[src/rtl/riscv_timer_ctrl.sv]
// riscv_timer_ctrl: control and consumer side of the 64-bit mtime counter.
// Generates the counter increment tick from a programmable prescaler and
// drives the counter load strobe on MTIME writes. Compares the counter value
// against mtimecmp to raise MTIP, and serves a 32-bit register port with a
// tear-free LO-then-HI mtime read.
// Optional feature macro: RISCV_TIMER_CMP_GUARD_EN. When defined, a CMP_LO
// write masks MTIP until the matching CMP_HI write.
//
// Register port handshake: i_wr_en and i_rd_en are single-cycle strobes that
// are always accepted; there is no backpressure. o_rd_valid pulses for exactly
// one cycle, one cycle after i_rd_en, and qualifies o_rd_data.
module riscv_timer_ctrl #(
  parameter int unsigned DIV_W   = 16,
  parameter logic [63:0] CMP_RST = 64'hFFFF_FFFF_FFFF_FFFF
) (
  input  logic        clk,
  input  logic        rst,
  input  logic        i_wr_en,
  input  logic [2:0]  i_wr_addr,
  input  logic [31:0] i_wr_data,
  input  logic        i_rd_en,
  input  logic [2:0]  i_rd_addr,
  output logic [31:0] o_rd_data,
  output logic        o_rd_valid,
  input  logic [63:0] i_mtime,
  output logic        o_cnt_incr_en,
  output logic        o_cnt_wr_en,
  output logic [63:0] o_cnt_wr_value,
  output logic        o_mtip
);

  localparam logic [2:0] ADDR_MTIME_LO = 3'd0;
  localparam logic [2:0] ADDR_MTIME_HI = 3'd1;
  localparam logic [2:0] ADDR_CMP_LO   = 3'd2;
  localparam logic [2:0] ADDR_CMP_HI   = 3'd3;
  localparam logic [2:0] ADDR_DIV      = 3'd4;
  localparam logic [2:0] ADDR_CTRL     = 3'd5;

  logic [63:0]      cmp_q;
  logic [DIV_W-1:0] div_q;
  logic             en_q;
  logic [DIV_W-1:0] presc_q;
  logic [31:0]      shadow_hi_q;
  logic [31:0]      rd_mux;
  logic             guard_block;
  logic             tick;

  logic wr_mtime_lo, wr_mtime_hi, wr_cmp_lo, wr_cmp_hi, wr_div, wr_ctrl;

  assign wr_mtime_lo = i_wr_en && (i_wr_addr == ADDR_MTIME_LO);
  assign wr_mtime_hi = i_wr_en && (i_wr_addr == ADDR_MTIME_HI);
  assign wr_cmp_lo   = i_wr_en && (i_wr_addr == ADDR_CMP_LO);
  assign wr_cmp_hi   = i_wr_en && (i_wr_addr == ADDR_CMP_HI);
  assign wr_div      = i_wr_en && (i_wr_addr == ADDR_DIV);
  assign wr_ctrl     = i_wr_en && (i_wr_addr == ADDR_CTRL);

  // A load into the counter wins over an increment in the same cycle.
  assign tick          = en_q && (presc_q == div_q) && !o_cnt_wr_en;
  assign o_cnt_incr_en = tick;

  // Configuration registers: mtimecmp, prescaler divisor, enable.
  always_ff @(posedge clk or negedge rst) begin
    if (!rst) begin
      cmp_q <= CMP_RST;
      div_q <= '0;
      en_q  <= 1'b0;
    end else begin
      if (wr_cmp_lo) cmp_q[31:0]  <= i_wr_data;
      if (wr_cmp_hi) cmp_q[63:32] <= i_wr_data;
      if (wr_div)    div_q        <= i_wr_data[DIV_W-1:0];
      if (wr_ctrl)   en_q         <= i_wr_data[0];
    end
  end

  // Prescaler: counts 0..div while enabled, restarts on tick, config write or load.
  always_ff @(posedge clk or negedge rst) begin
    if (!rst) begin
      presc_q <= '0;
    end else if (!en_q || wr_div || wr_ctrl || o_cnt_wr_en || tick) begin
      presc_q <= '0;
    end else begin
      presc_q <= presc_q + DIV_W'(1);
    end
  end

  // Counter load: one-cycle strobe after an MTIME half write, other half kept.
  always_ff @(posedge clk or negedge rst) begin
    if (!rst) begin
      o_cnt_wr_en    <= 1'b0;
      o_cnt_wr_value <= '0;
    end else begin
      o_cnt_wr_en <= wr_mtime_lo || wr_mtime_hi;
      if (wr_mtime_lo)      o_cnt_wr_value <= {i_mtime[63:32], i_wr_data};
      else if (wr_mtime_hi) o_cnt_wr_value <= {i_wr_data, i_mtime[31:0]};
    end
  end

  // Read mux over pre-write register contents; HI comes from the shadow.
  always_comb begin
    rd_mux = '0;
    case (i_rd_addr)
      ADDR_MTIME_LO: rd_mux = i_mtime[31:0];
      ADDR_MTIME_HI: rd_mux = shadow_hi_q;
      ADDR_CMP_LO:   rd_mux = cmp_q[31:0];
      ADDR_CMP_HI:   rd_mux = cmp_q[63:32];
      ADDR_DIV:      rd_mux = 32'(div_q);
      ADDR_CTRL:     rd_mux = {31'd0, en_q};
      default:       rd_mux = '0;
    endcase
  end

  // Registered read response; a LO read snapshots the upper half for the HI read.
  always_ff @(posedge clk or negedge rst) begin
    if (!rst) begin
      o_rd_valid  <= 1'b0;
      o_rd_data   <= '0;
      shadow_hi_q <= '0;
    end else begin
      o_rd_valid <= i_rd_en;
      if (i_rd_en) o_rd_data <= rd_mux;
      if (i_rd_en && (i_rd_addr == ADDR_MTIME_LO)) shadow_hi_q <= i_mtime[63:32];
    end
  end

`ifdef RISCV_TIMER_CMP_GUARD_EN
  logic guard_q;

  // Guard: armed by a CMP_LO write, released by the CMP_HI write.
  always_ff @(posedge clk or negedge rst) begin
    if (!rst) begin
      guard_q <= 1'b0;
    end else if (wr_cmp_hi) begin
      guard_q <= 1'b0;
    end else if (wr_cmp_lo) begin
      guard_q <= 1'b1;
    end
  end

  assign guard_block = guard_q;
`else
  assign guard_block = 1'b0;
`endif

  // Interrupt: registered unsigned compare against the current cmp.
  always_ff @(posedge clk or negedge rst) begin
    if (!rst) begin
      o_mtip <= 1'b0;
    end else begin
      o_mtip <= en_q && (i_mtime >= cmp_q) && !guard_block;
    end
  end

endmodule

[config.mk]
export PLATFORM = sky130hd
export DESIGN_NAME = riscv_timer_ctrl
export DESIGN_NICKNAME = d
export VERILOG_FILES = /design/src/rtl/riscv_timer_ctrl.sv
export SDC_FILE = /design/constraint.sdc
export NUM_CORES = 1
export LEC_CHECK = 0
export ABC_AREA = 1
export ABC_CLOCK_PERIOD_IN_PS = 5300
export BUFFER_PORTS_ARGS = -buffer_cell sky130_fd_sc_hd__buf_2
export CAP_MARGIN = 20
export CORE_UTILIZATION = 40
export CTS_CLUSTER_DIAMETER = 50
export DETAILED_ROUTE_END_ITERATION = 8
export PLACE_DENSITY = 0.7
export SETUP_SLACK_MARGIN = 0.02
export SYNTH_ARGS = -nofsm -noshare
export SYNTH_HDL_FRONTEND = slang
export SYNTH_SLANG_ARGS = --single-unit
[constraint.sdc]
create_clock -name clk -period 5.3 [get_ports clk]
set_clock_uncertainty 0.1 [all_clocks]
set_input_delay 1.59 -clock clk [delete_from_list [all_inputs] [get_ports clk]]
set_output_delay 1.59 -clock clk [all_outputs]
set_load 0.05 [all_outputs]
==> flow_metrics.env, run 1 <==
export IMPL_coreArea_um2=29000
export IMPL_cts_buffers=28
export IMPL_vertical_extent_of_the_die_um=175
export IMPL_first_global_vias=10323
export IMPL_hold_start="o_rd_data[5]"
export IMPL_via_per_inst=5.17
export IMPL_hold_wc_path_type="flip-flop to flip-flop"
export IMPL_async_flop_share=1.00
export IMPL_synthCells=1438
export IMPL_timing_final_hold_violations=0
export IMPL_via_count=10455
export IMPL_cts_sinks=228
export IMPL_initial_utilization=0.411
export IMPL_largest_net_degree_at_the_start_of_global_routing=126
export IMPL_critical_path_required_ns=3.61
export IMPL_grt_pass1_wl_mm=55.3
export IMPL_number_of_enable_type_register_cells_in_the_synthesized_netlist=0
export IMPL_max_stage_delay_ns=0.47
export IMPL_cell_breakdown_of_the_critical_path="nand2_1 -> nand2_1 -> nor4_1 -> nand2_1 -> nor2_1 -> buf_2"
export IMPL_p_sw_mw=1.96
export IMPL_clk_latency_ns=0.53
export IMPL_floorplan_rows=62
export IMPL_postSynthRegisterBits=228
export IMPL_power_switching_share=0.342
export IMPL_die_area_um2=30500
export IMPL_stdcell_count=2024
export IMPL_cpMostUsedCell="nand2_1"
export IMPL_final_setup_viol_count=0
export IMPL_place_detailed_instances=1973
export IMPL_grt_usage=0.228
export IMPL_grt_setup_unrepaired="no"
export IMPL_dr_pass1_iters=6
export IMPL_synthesis_area_per_instance_um2=8.29
export IMPL_reg2reg_from="cmp_q[7]"
export IMPL_ctsHtreeMaxLevel=1
export IMPL_finalNetCount=1790
export IMPL_setup_slack_ns=1.25
export IMPL_synth_cell_types=43
export IMPL_critPathArrivalTime_ns=2.36
export IMPL_maximum_clock_insertion_buffer_count=3
export IMPL_worst_ir_drop_vdd_mv=0.241
export IMPL_cts_repair_timing_setup_buffer_count=0
export IMPL_fillers=2890
export IMPL_worst_slew_margin_rel=0.360
export IMPL_post_route_drc_count=0
export IMPL_worst_hold_path_endpoint="o_rd_data[5]"
export IMPL_synth_seq_area_share=0.486
export IMPL_flow_area_growth_from_synthesis_pct=19.4
export IMPL_final_area_um2=14200
export IMPL_max_slew_vio_count=0
export IMPL_pwr_share_seq=0.397
export IMPL_post_synth_main_area_contributors="dfrtp_1 34%, dfstp_2 14%, nand2_1 13%"
export IMPL_critical_path_peak_fanout=8
export IMPL_status="completed"
export IMPL_crit_slowest_cell="dfrtp_1"
export IMPL_maxCapViolations=0
export IMPL_worstRegToRegCells=12
export IMPL_min_period_ns=4.05
export IMPL_achievable_frequency_mhz=247
export IMPL_finalWeightedCongestion=0.900
export IMPL_setup_worst_path_start_class="flip-flop"
export IMPL_synth_cells_most_frequent="427 x nand2_1, 248 x o21ai_0, 164 x dfrtp_1"
export IMPL_post_cts_resized=0
export IMPL_cts_hold_repair_buffers=0
export IMPL_initial_antenna_violation_count=2
export IMPL_detail_route_iter0_violations=835
export IMPL_setup_worst_path_end_class="primary output"
export IMPL_comb_power_share=0.253
export IMPL_synth_warnings=0
export IMPL_dominantRegCellSynth="dfrtp_1"
export IMPL_place_ws_ns=1.54
export IMPL_synthDominantAreaCellType="dfrtp_1"
export IMPL_syn_cell_area_um2=11900
export IMPL_overflow=0
export IMPL_path_clk_slew_ns=0.06
export IMPL_syn_num_nets=1609
export IMPL_share_of_cells_above_drive_strength_1=0.226
export IMPL_place_area_um2=13200
export IMPL_tightestPinTransition_ns=0.959
export IMPL_criticalPathCategory="flip-flop to primary output"
export IMPL_power_report_internal_total_mw=3.77
export IMPL_portBuffers=205
export IMPL_cts_root_buf="clkbuf_16"
export IMPL_multiInputGateArea_um2=5230
export IMPL_final_min_period_over_clock_period=0.765
export IMPL_post_synth_top_area_fraction=0.344
export IMPL_num_io_pins=206
export IMPL_cts_tree="built"
export IMPL_power_per_cell_area_nw_per_um2=403
export IMPL_rr_endpoint="o_mtip"
export IMPL_ff_latch_area_um2=5790
export IMPL_holdPathStages=2
export IMPL_dieWidth_um=175
export IMPL_totalNegativeSetupSlack_ns=0
export IMPL_dp_hpwl_mm=24.2
export IMPL_antennaDiodeCount=0
export IMPL_clock_power_share=0.350
export IMPL_library_cell_with_the_highest_instance_count_after_synthesis="nand2_1"
export IMPL_detail_route_antenna_nets=0
export IMPL_r2r_slack_ns=3.29
export IMPL_finalWirelength_mm=34.4
export IMPL_avgRoutedWirePerCell_um=17.0
export IMPL_p_leak_nw=7.16
==> per-stage QoR <==
stage           util  hold WS, ns  power, mW
2_1_floorplan      -        0.343       3.29
3_3_place_gp   0.456        0.358       3.71
3_5_place_dp   0.456        0.361       3.75
4_1_cts        0.490        0.379       5.78
5_1_grt        0.490        0.397       6.04
6_report       0.490        0.375       5.73
==> cell families after synthesis <==
group / after synthesis / synth area share
mux: 30 / 0.0283
compound gates: 339 / 0.153
simple gates: 529 / 0.175
xor+xnor: 18 / 0.0132
fa+ha+maj: 65 / 0.0682
flops: 228 / 0.486
buf+inv: 229 / 0.0769
==> cell type report <==
cell class                 count  share of cell area
sequential                   228               0.407
multi-input combinational    981               0.368
timing repair buffer         219              0.0802
clock buffer                  40              0.0588
inverter                     161              0.0425
tap                          384              0.0338
clock inverter                11              0.0105
==> worst max path at each step <==
stage / from / depth (start not counted) / end
final: presc_q[5] / 6 / o_cnt_incr_en
after global routing: presc_q[8] / 7 / o_cnt_incr_en
after global placement: i_rd_addr[1] / 6 / shadow_hi_q[30]
after CTS: presc_q[5] / 6 / o_cnt_incr_en
after detailed placement: i_rd_addr[1] / 6 / shadow_hi_q[30]
after floorplan: o_cnt_wr_en / 5 / o_cnt_incr_en
==> flip-flops by register name, summed over array words and instances, names as in the netlist <==
name,flops
cmp_q,64
div_q,16
en_q,1
o_cnt_wr_en,1
o_cnt_wr_value,64
o_mtip,1
o_rd_data,32
o_rd_valid,1
presc_q,16
shadow_hi_q,32
==> layer usage <==
layer,vias up,global-route usage,wire (um)
li1,5060,-,-
met1,4978,0.309,15300
met2,358,0.374,16100
met3,55,0.0392,2200
met4,4,0.0638,743
met5,-,0,23
==> critical path: cells and delay by family, from the launching register on <==
family	cells	cell delay, ns
buffers and inverters	1	0.34
flip-flops	1	0.47
AND/OR/NAND/NOR	5	1.00
==> power by group through the flow <==
stage	logic, mW	clock network [mW]	registers, mW
6_report	1.45	2.01	2.28
5_1_grt	1.60	2.12	2.31
4_1_cts	1.46	2.05	2.27
3_5_place_dp	1.45	0	2.30
3_3_place_gp	1.42	0	2.29
2_1_floorplan	0.603	0	2.69
==> placed cells by master, fill, tap and decap left out, types with 9 or more instances in the layout <==
cell type  Yosys  final
nand2_1      427    426
o21ai_0      248    248
buf_2         11    204
dfrtp_1      164    164
inv_1        157    157
ha_1          65     65
dfstp_2       64     64
nor2_1        53     53
a21oi_1       37     37
mux2_2        29     29
clkbuf_16      0     29
o22ai_1       25     25
nand3_1       22     20
xor2_1        15     15
buf_4          1     14
nand4_1       13     13
o211ai_1       9      9
(Power assumes the default switching activity.)
==> run 2: changes to the inputs <==
Settings changed: ABC_AREA 1 to 0, ABC_CLOCK_PERIOD_IN_PS 5300 to 4140.
Clock period 5.3 ns to 4.14 ns, I/O delays scaled along.
==> run 2 against run 1 <==
- combinational power grew 41%
- final area increased by 1.3%
- sequential share of layout area decreased by 0.52 points
- via count down 11%
- utilization increased by 0.77 points
- first-iteration DRC count is 30% lower
- cell count decreased by 15%
- synthesized cell count shrank 23%
- hold slack gained 0.00053 ns
==> flow_metrics.env, run 2 <==
export IMPL_dominantRegCellSynth="dfrtp_1"
export IMPL_synth_cell_types=50
export IMPL_post_synth_main_area_contributors="dfrtp_1 35%, dfstp_2 14%, mux2_2 7.8%"
export IMPL_detail_route_antenna_nets=0
export IMPL_yosys_area_share_adder=0.0686
export IMPL_critical_path_required_ns=2.80
export IMPL_place_detailed_instances=1662
export IMPL_cts_hold_repair_buffers=0
export IMPL_overflow=0
export IMPL_setup_worst_path_start_class="flip-flop"
export IMPL_stdcell_count=1727
export IMPL_postSynthRegisterBits=228
export IMPL_dr_pass1_iters=5
export IMPL_grt_pass1_wl_mm=51.4
export IMPL_number_of_enable_type_register_cells_in_the_synthesized_netlist=0
export IMPL_cts_sinks=228
export IMPL_grt_setup_unrepaired="no"
export IMPL_mostFrequentLayoutCell="buf_2"
export IMPL_power_per_cell_area_nw_per_um2=533
export IMPL_utilization=0.498
export IMPL_achievable_frequency_mhz=269
export IMPL_min_period_ns=3.71
export IMPL_largest_net_degree_at_the_start_of_global_routing=98
export IMPL_post_route_drc_count=0
export IMPL_top_usage_layer="met2"
export IMPL_cell_breakdown_of_the_critical_path="xor2_1 -> nor4_1 -> nand4_1 -> nor4_2 -> buf_2"
export IMPL_share_of_cells_above_drive_strength_1=0.338
export IMPL_grt_usage=0.217
export IMPL_syn_num_nets=1278
export IMPL_crit_slowest_cell="dfrtp_1"
export IMPL_first_global_vias=9207
export IMPL_avgRoutedWirePerCell_um=18.9
export IMPL_post_synth_top_area_fraction=0.346
export IMPL_critical_path_peak_fanout=3
export IMPL_via_per_inst=5.36
export IMPL_synthDominantAreaCellType="dfrtp_1"
export IMPL_synthCells=1107
export IMPL_cts_buffers=31
export IMPL_fillers=2628
export IMPL_post_cts_resized=0
export IMPL_worst_path_dominant_cell_family="simple AND/OR/NAND/NOR gates"
export IMPL_initial_antenna_violation_count=9
export IMPL_main_combinational_cell_family_by_area_after_synthesis="multiplexers"
export IMPL_worst_slew_margin_rel=0.357
export IMPL_flow_area_growth_from_synthesis_pct=21.6
export IMPL_coreArea_um2=28900
export IMPL_max_stage_delay_ns=0.41
export IMPL_die_area_um2=30300
export IMPL_reg_largest_list="cmp_q (64), o_cnt_wr_value (64)"
export IMPL_maxCapViolations=0
export IMPL_p_leak_nw=6.64
export IMPL_via_count=9261
export IMPL_timing_final_hold_violations=0
export IMPL_detail_route_iter0_violations=585
export IMPL_status="completed"
export IMPL_clk_latency_ns=0.56
export IMPL_synth_compound_area_share=0.122
export IMPL_floorplan_rows=62
export IMPL_max_slew_vio_count=0
export IMPL_portBuffers=205
export IMPL_hold_wc_path_type="flip-flop to flip-flop"
export IMPL_gr_usage_met1=0.297
export IMPL_multiplexer_share_of_the_synthesized_area=0.164
export IMPL_ctsHtreeMaxLevel=1
export IMPL_finalWeightedCongestion=0.855
export IMPL_synth_cells_most_frequent="164 x dfrtp_1, 101 x inv_1, 96 x nor2_1"
export IMPL_cts_tree="built"
export IMPL_criticalPathCategory="flip-flop to primary output"
export IMPL_synth_warnings=0
export IMPL_initial_utilization=0.410
export IMPL_cts_repair_timing_setup_buffer_count=0
export IMPL_cts_root_buf="clkbuf_16"
export IMPL_finalWirelength_mm=32.7
export IMPL_most_common_layout_cells="203 x buf_2, 164 x dfrtp_1, 101 x inv_1, 96 x nor2_1, 92 x a21oi_1"
export IMPL_totalNegativeSetupSlack_ns=0
export IMPL_syn_cell_area_um2=11900
export IMPL_num_io_pins=206
export IMPL_critPathArrivalTime_ns=2.37
export IMPL_met2_usage=0.344
export IMPL_final_setup_viol_count=0
export IMPL_holdWs_ns=0.375
export IMPL_setup_worst_path_end_class="primary output"
export IMPL_synth_seq_area_share=0.488
export IMPL_dp_hpwl_mm=23.3
export IMPL_synthSimpleGateAreaFrac=0.0820
export IMPL_synth_xor_xnor_area_share=0.0222
export IMPL_dieWidth_um=174
export IMPL_path_clk_slew_ns=0.06
export IMPL_final_min_period_over_clock_period=0.897
export IMPL_worst_ir_drop_vdd_mv=0.322
export IMPL_vertical_extent_of_the_die_um=174
export IMPL_async_flop_share=1.00
export IMPL_synthesis_area_per_instance_um2=10.7
export IMPL_maximum_clock_insertion_buffer_count=3
export IMPL_library_cell_with_the_highest_instance_count_after_synthesis="dfrtp_1"
export IMPL_finalNetCount=1482
export IMPL_tightestPinTransition_ns=0.964
export IMPL_path_buf_inv=1
export IMPL_gr_usage_met3=0.0392
run 2: cell count changes in the layout (fill, tap and decap cells not counted), sizes merged, moves of 14 or more:
| cell | previous run | this run |
|---|---|---|
| a21oi | 37 | 92 |
| a22oi | 0 | 30 |
| inv | 163 | 108 |
| mux2 | 30 | 83 |
| mux2i | 0 | 65 |
| mux4 | 0 | 16 |
| nand2 | 429 | 72 |
| nand3 | 22 | 8 |
| nor2 | 53 | 96 |
| o21a | 1 | 15 |
| o21ai | 249 | 59 |
| xnor2 | 3 | 19 |
run 2: final timing paths:
check / start / endpoint / slack (ns) / depth (start not counted)
max: presc_q[13] / o_cnt_incr_en / 0.43 / 5
max reg2reg: cmp_q[59] / o_mtip / 1.41 / 8
min: o_rd_data[13] / o_rd_data[13] / 0.38 / 1
min in group asynchronous: rst / o_cnt_wr_value[6] / 0.57 / 1
max in group asynchronous: rst / cmp_q[56] / 2.46 / 2
min reg2reg: o_rd_data[13] / o_rd_data[13] / 0.38 / 1
run 2: layer usage:
metal  wire [um]  part of all wire  vias to the layer above
li1            -                 -                     4327
met1       14700              0.45                     4566
met2       15000              0.46                      301
met3        2050             0.063                       63
met4         888             0.027                        4
met5          24           0.00073                        -
run 2: kinds of logic (layout without fill, tap and decap cells):
family | after synthesis | after routing
AO/OA/AOI/OAI | 242 | 242
XOR/XNOR | 30 | 30
adder cells (fa/ha/maj) | 65 | 65
buffers and inverters | 161 | 390
flip-flops | 228 | 228
multiplexers | 164 | 164
other | 0 | 7
AND/OR/NAND/NOR | 217 | 217
run 2: metrics by stage:
stage	cell area, um^2	power (mW)	worst slack (ns)
floorplan	11900	4.41	0.906
global placement	13400	5.00	0.749
detailed placement	13400	5.06	0.634
CTS	14400	7.74	0.392
global route	14400	8.06	0.277
finish	14400	7.68	0.426
run 2: area by class of cell:
cell class	instances	area (um^2)	area share
diodes	7	17.5	0.00122
clock buffers	36	805	0.0558
clock inverters	22	224	0.0155
inverters	101	379	0.0263
multi-input cells	718	5460	0.379
flip-flops and latches	228	5790	0.401
well taps	384	480	0.0333
repair buffers	231	1260	0.0873
run 2: power breakdown:
| group | internal, mW | switching (mW) | total, mW |
|---|---|---|---|
| logic | 0.713 | 1.33 | 2.05 |
| registers | 2.73 | 0.251 | 2.98 |
| clock network | 1.60 | 1.06 | 2.66 |
==> run 3: changes to the inputs <==
Settings changed: CORE_UTILIZATION 40 to 55, PLACE_DENSITY 0.7 to 0.89.
==> run 3 against run 2 <==
- cell count decreased by 7.4%
- sequential share of layout area increased by 0.75 points
- first-iteration DRC count increased by 5.1%
- utilization increased by 17 points
- final area decreased by 1.8%
- critical path depth unchanged
- non-clock buffer count decreased by 5
- register-to-register slack improved by 0.24 ns
- global-route usage increased by 7.6 points
- clock power decreased by 6%
- routed wire length decreased by 2.8%
- via count increased by 1.8%
==> flow_metrics.env, run 3 (synthesis gave the netlist of run 2 again) <==
export IMPL_floorplan_rows=53
export IMPL_die_area_um2=22200
export IMPL_cts_tree="built"
export IMPL_detail_route_antenna_nets=0
export IMPL_cell_breakdown_of_the_critical_path="xor2_1 -> nor4_1 -> nand4_1 -> nor4_2 -> buf_2"
export IMPL_tightestPinTransition_ns=0.772
export IMPL_min_period_ns=3.97
export IMPL_status="completed"
export IMPL_setup_worst_path_start_class="flip-flop"
export IMPL_setup_slack_ns=0.165
export IMPL_grt_setup_unrepaired="no"
export IMPL_initial_antenna_violation_count=0
export IMPL_achievable_frequency_mhz=252
export IMPL_portBuffers=205
export IMPL_cts_root_buf="clkbuf_16"
export IMPL_grt_usage=0.293
export IMPL_worst_slew_margin_rel=0.484
export IMPL_post_cts_resized=0
export IMPL_holdWs_ns=0.381
export IMPL_antennaDiodeCount=0
export IMPL_p_leak_nw=6.58
export IMPL_critical_path_required_ns=2.80
export IMPL_initial_utilization=0.562
export IMPL_dieWidth_um=149
export IMPL_maximum_clock_insertion_buffer_count=3
export IMPL_maxCapViolations=0
export IMPL_power_per_cell_area_nw_per_um2=532
export IMPL_max_slew_vio_count=0
export IMPL_num_io_pins=206
export IMPL_share_of_cells_above_drive_strength_1=0.334
export IMPL_place_ws_ns=0.674
export IMPL_holdPathStages=1
export IMPL_place_detailed_instances=1547
export IMPL_mostFrequentLayoutCell="buf_2"
export IMPL_finalWeightedCongestion=0.858
export IMPL_coreArea_um2=21100
export IMPL_avgRoutedWirePerCell_um=19.9
export IMPL_ctsHtreeMaxLevel=1
export IMPL_critical_path_peak_fanout=3
export IMPL_final_min_period_over_clock_period=0.960
export IMPL_reg_largest_list="cmp_q (64), o_cnt_wr_value (64)"
export IMPL_setup_worst_path_end_class="primary output"
export IMPL_flow_area_growth_from_synthesis_pct=19.3
export IMPL_via_count=9428
export IMPL_path_clk_slew_ns=0.06
export IMPL_detail_route_iter0_violations=615
export IMPL_totalNegativeSetupSlack_ns=0
export IMPL_most_common_layout_cells="203 x buf_2, 164 x dfrtp_1, 101 x inv_1, 96 x nor2_1, 92 x a21oi_1"
export IMPL_max_stage_delay_ns=0.50
export IMPL_criticalPathCategory="flip-flop to primary output"
export IMPL_cts_sinks=228
export IMPL_cts_buffers=28
export IMPL_rr_endpoint="o_mtip"
export IMPL_post_route_drc_count=0
export IMPL_worstRegToRegCells=8
export IMPL_worst_ir_drop_vdd_mv=0.398
export IMPL_dp_hpwl_mm=21.7
export IMPL_stdcell_count=1600
export IMPL_overflow=0
export IMPL_reg2reg_from="cmp_q[59]"
export IMPL_critPathArrivalTime_ns=2.63
export IMPL_largest_net_degree_at_the_start_of_global_routing=130
export IMPL_first_global_vias=9708
export IMPL_dr_pass1_iters=5
export IMPL_hold_wc_path_type="flip-flop to flip-flop"
export IMPL_worst_hold_path_endpoint="o_rd_data[15]"
export IMPL_r2r_slack_ns=1.65
export IMPL_finalWirelength_mm=31.8
export IMPL_cts_hold_repair_buffers=0
export IMPL_hold_start="o_rd_data[15]"
export IMPL_clk_latency_ns=0.54
export IMPL_vertical_extent_of_the_die_um=149
export IMPL_crit_slowest_cell="nor4_1"
export IMPL_timing_final_hold_violations=0
export IMPL_grt_pass1_wl_mm=50.9
export IMPL_final_setup_viol_count=0
export IMPL_via_per_inst=5.89
export IMPL_cts_repair_timing_setup_buffer_count=0
export IMPL_finalNetCount=1474
## run 3: changes by cell type in the layout (fill, tap and decap cells not counted), sizes merged
cell,change
bufinv,-1
inv,-1
clkinvlp,-1
clkinv,-2
diode,-7
clkbuf,-1
buf,-5
## run 3: final cells by class
cell class                 count  area (um^2)
tap                          275          344
timing repair buffer         226         1220
multi-input combinational    718         5460
clock buffer                  35          788
inverter                     101          379
fill                        1555         6940
clock inverter                17          168
sequential                   228         5790
## run 3: power by group
part           internal, mW  total, mW  switching, mW
Combinational         0.709       2.05           1.34
Clock                  1.49       2.49           1.00
Sequential             2.73       2.98          0.256
## run 3: worst max-delay path by stage
stage | start | to | slack, ns
after CTS | div_q[15] | o_cnt_incr_en | 0.20
after global placement | i_wr_addr[1] | div_q[6] | 0.80
after global routing | div_q[15] | o_cnt_incr_en | 0.15
final | div_q[15] | o_cnt_incr_en | 0.17
after detailed placement | i_wr_addr[1] | div_q[8] | 0.67
after floorplan | div_q[15] | o_cnt_incr_en | 0.91
## run 3: worst max-delay path, delay by kind of cell (launching register included)
family,cells,cell delay (ns)
and+or+nand+nor,3,1.14
DFF,1,0.41
xor gates and xnor gates,1,0.18
buffers and inverters,1,0.36
## run 3: per-layer routing
metal	up-vias	routed length, um	global-route usage	part of all wire
met4	0	1200	0.138	0.038
met2	405	15500	0.489	0.49
met3	86	1960	0.0398	0.062
met5	-	0	0	0
met1	4649	13100	0.378	0.41
li1	4288	-	-	-
## run 3: metrics by stage
stage               power (mW)   util  instance area (um^2)
finish                    7.52  0.671                 14100
global route              7.87  0.671                 14100
CTS                       7.56  0.671                 14100
detailed placement        5.04  0.625                 13200
global placement          4.94  0.625                 13200
floorplan                 4.41      -                 11900
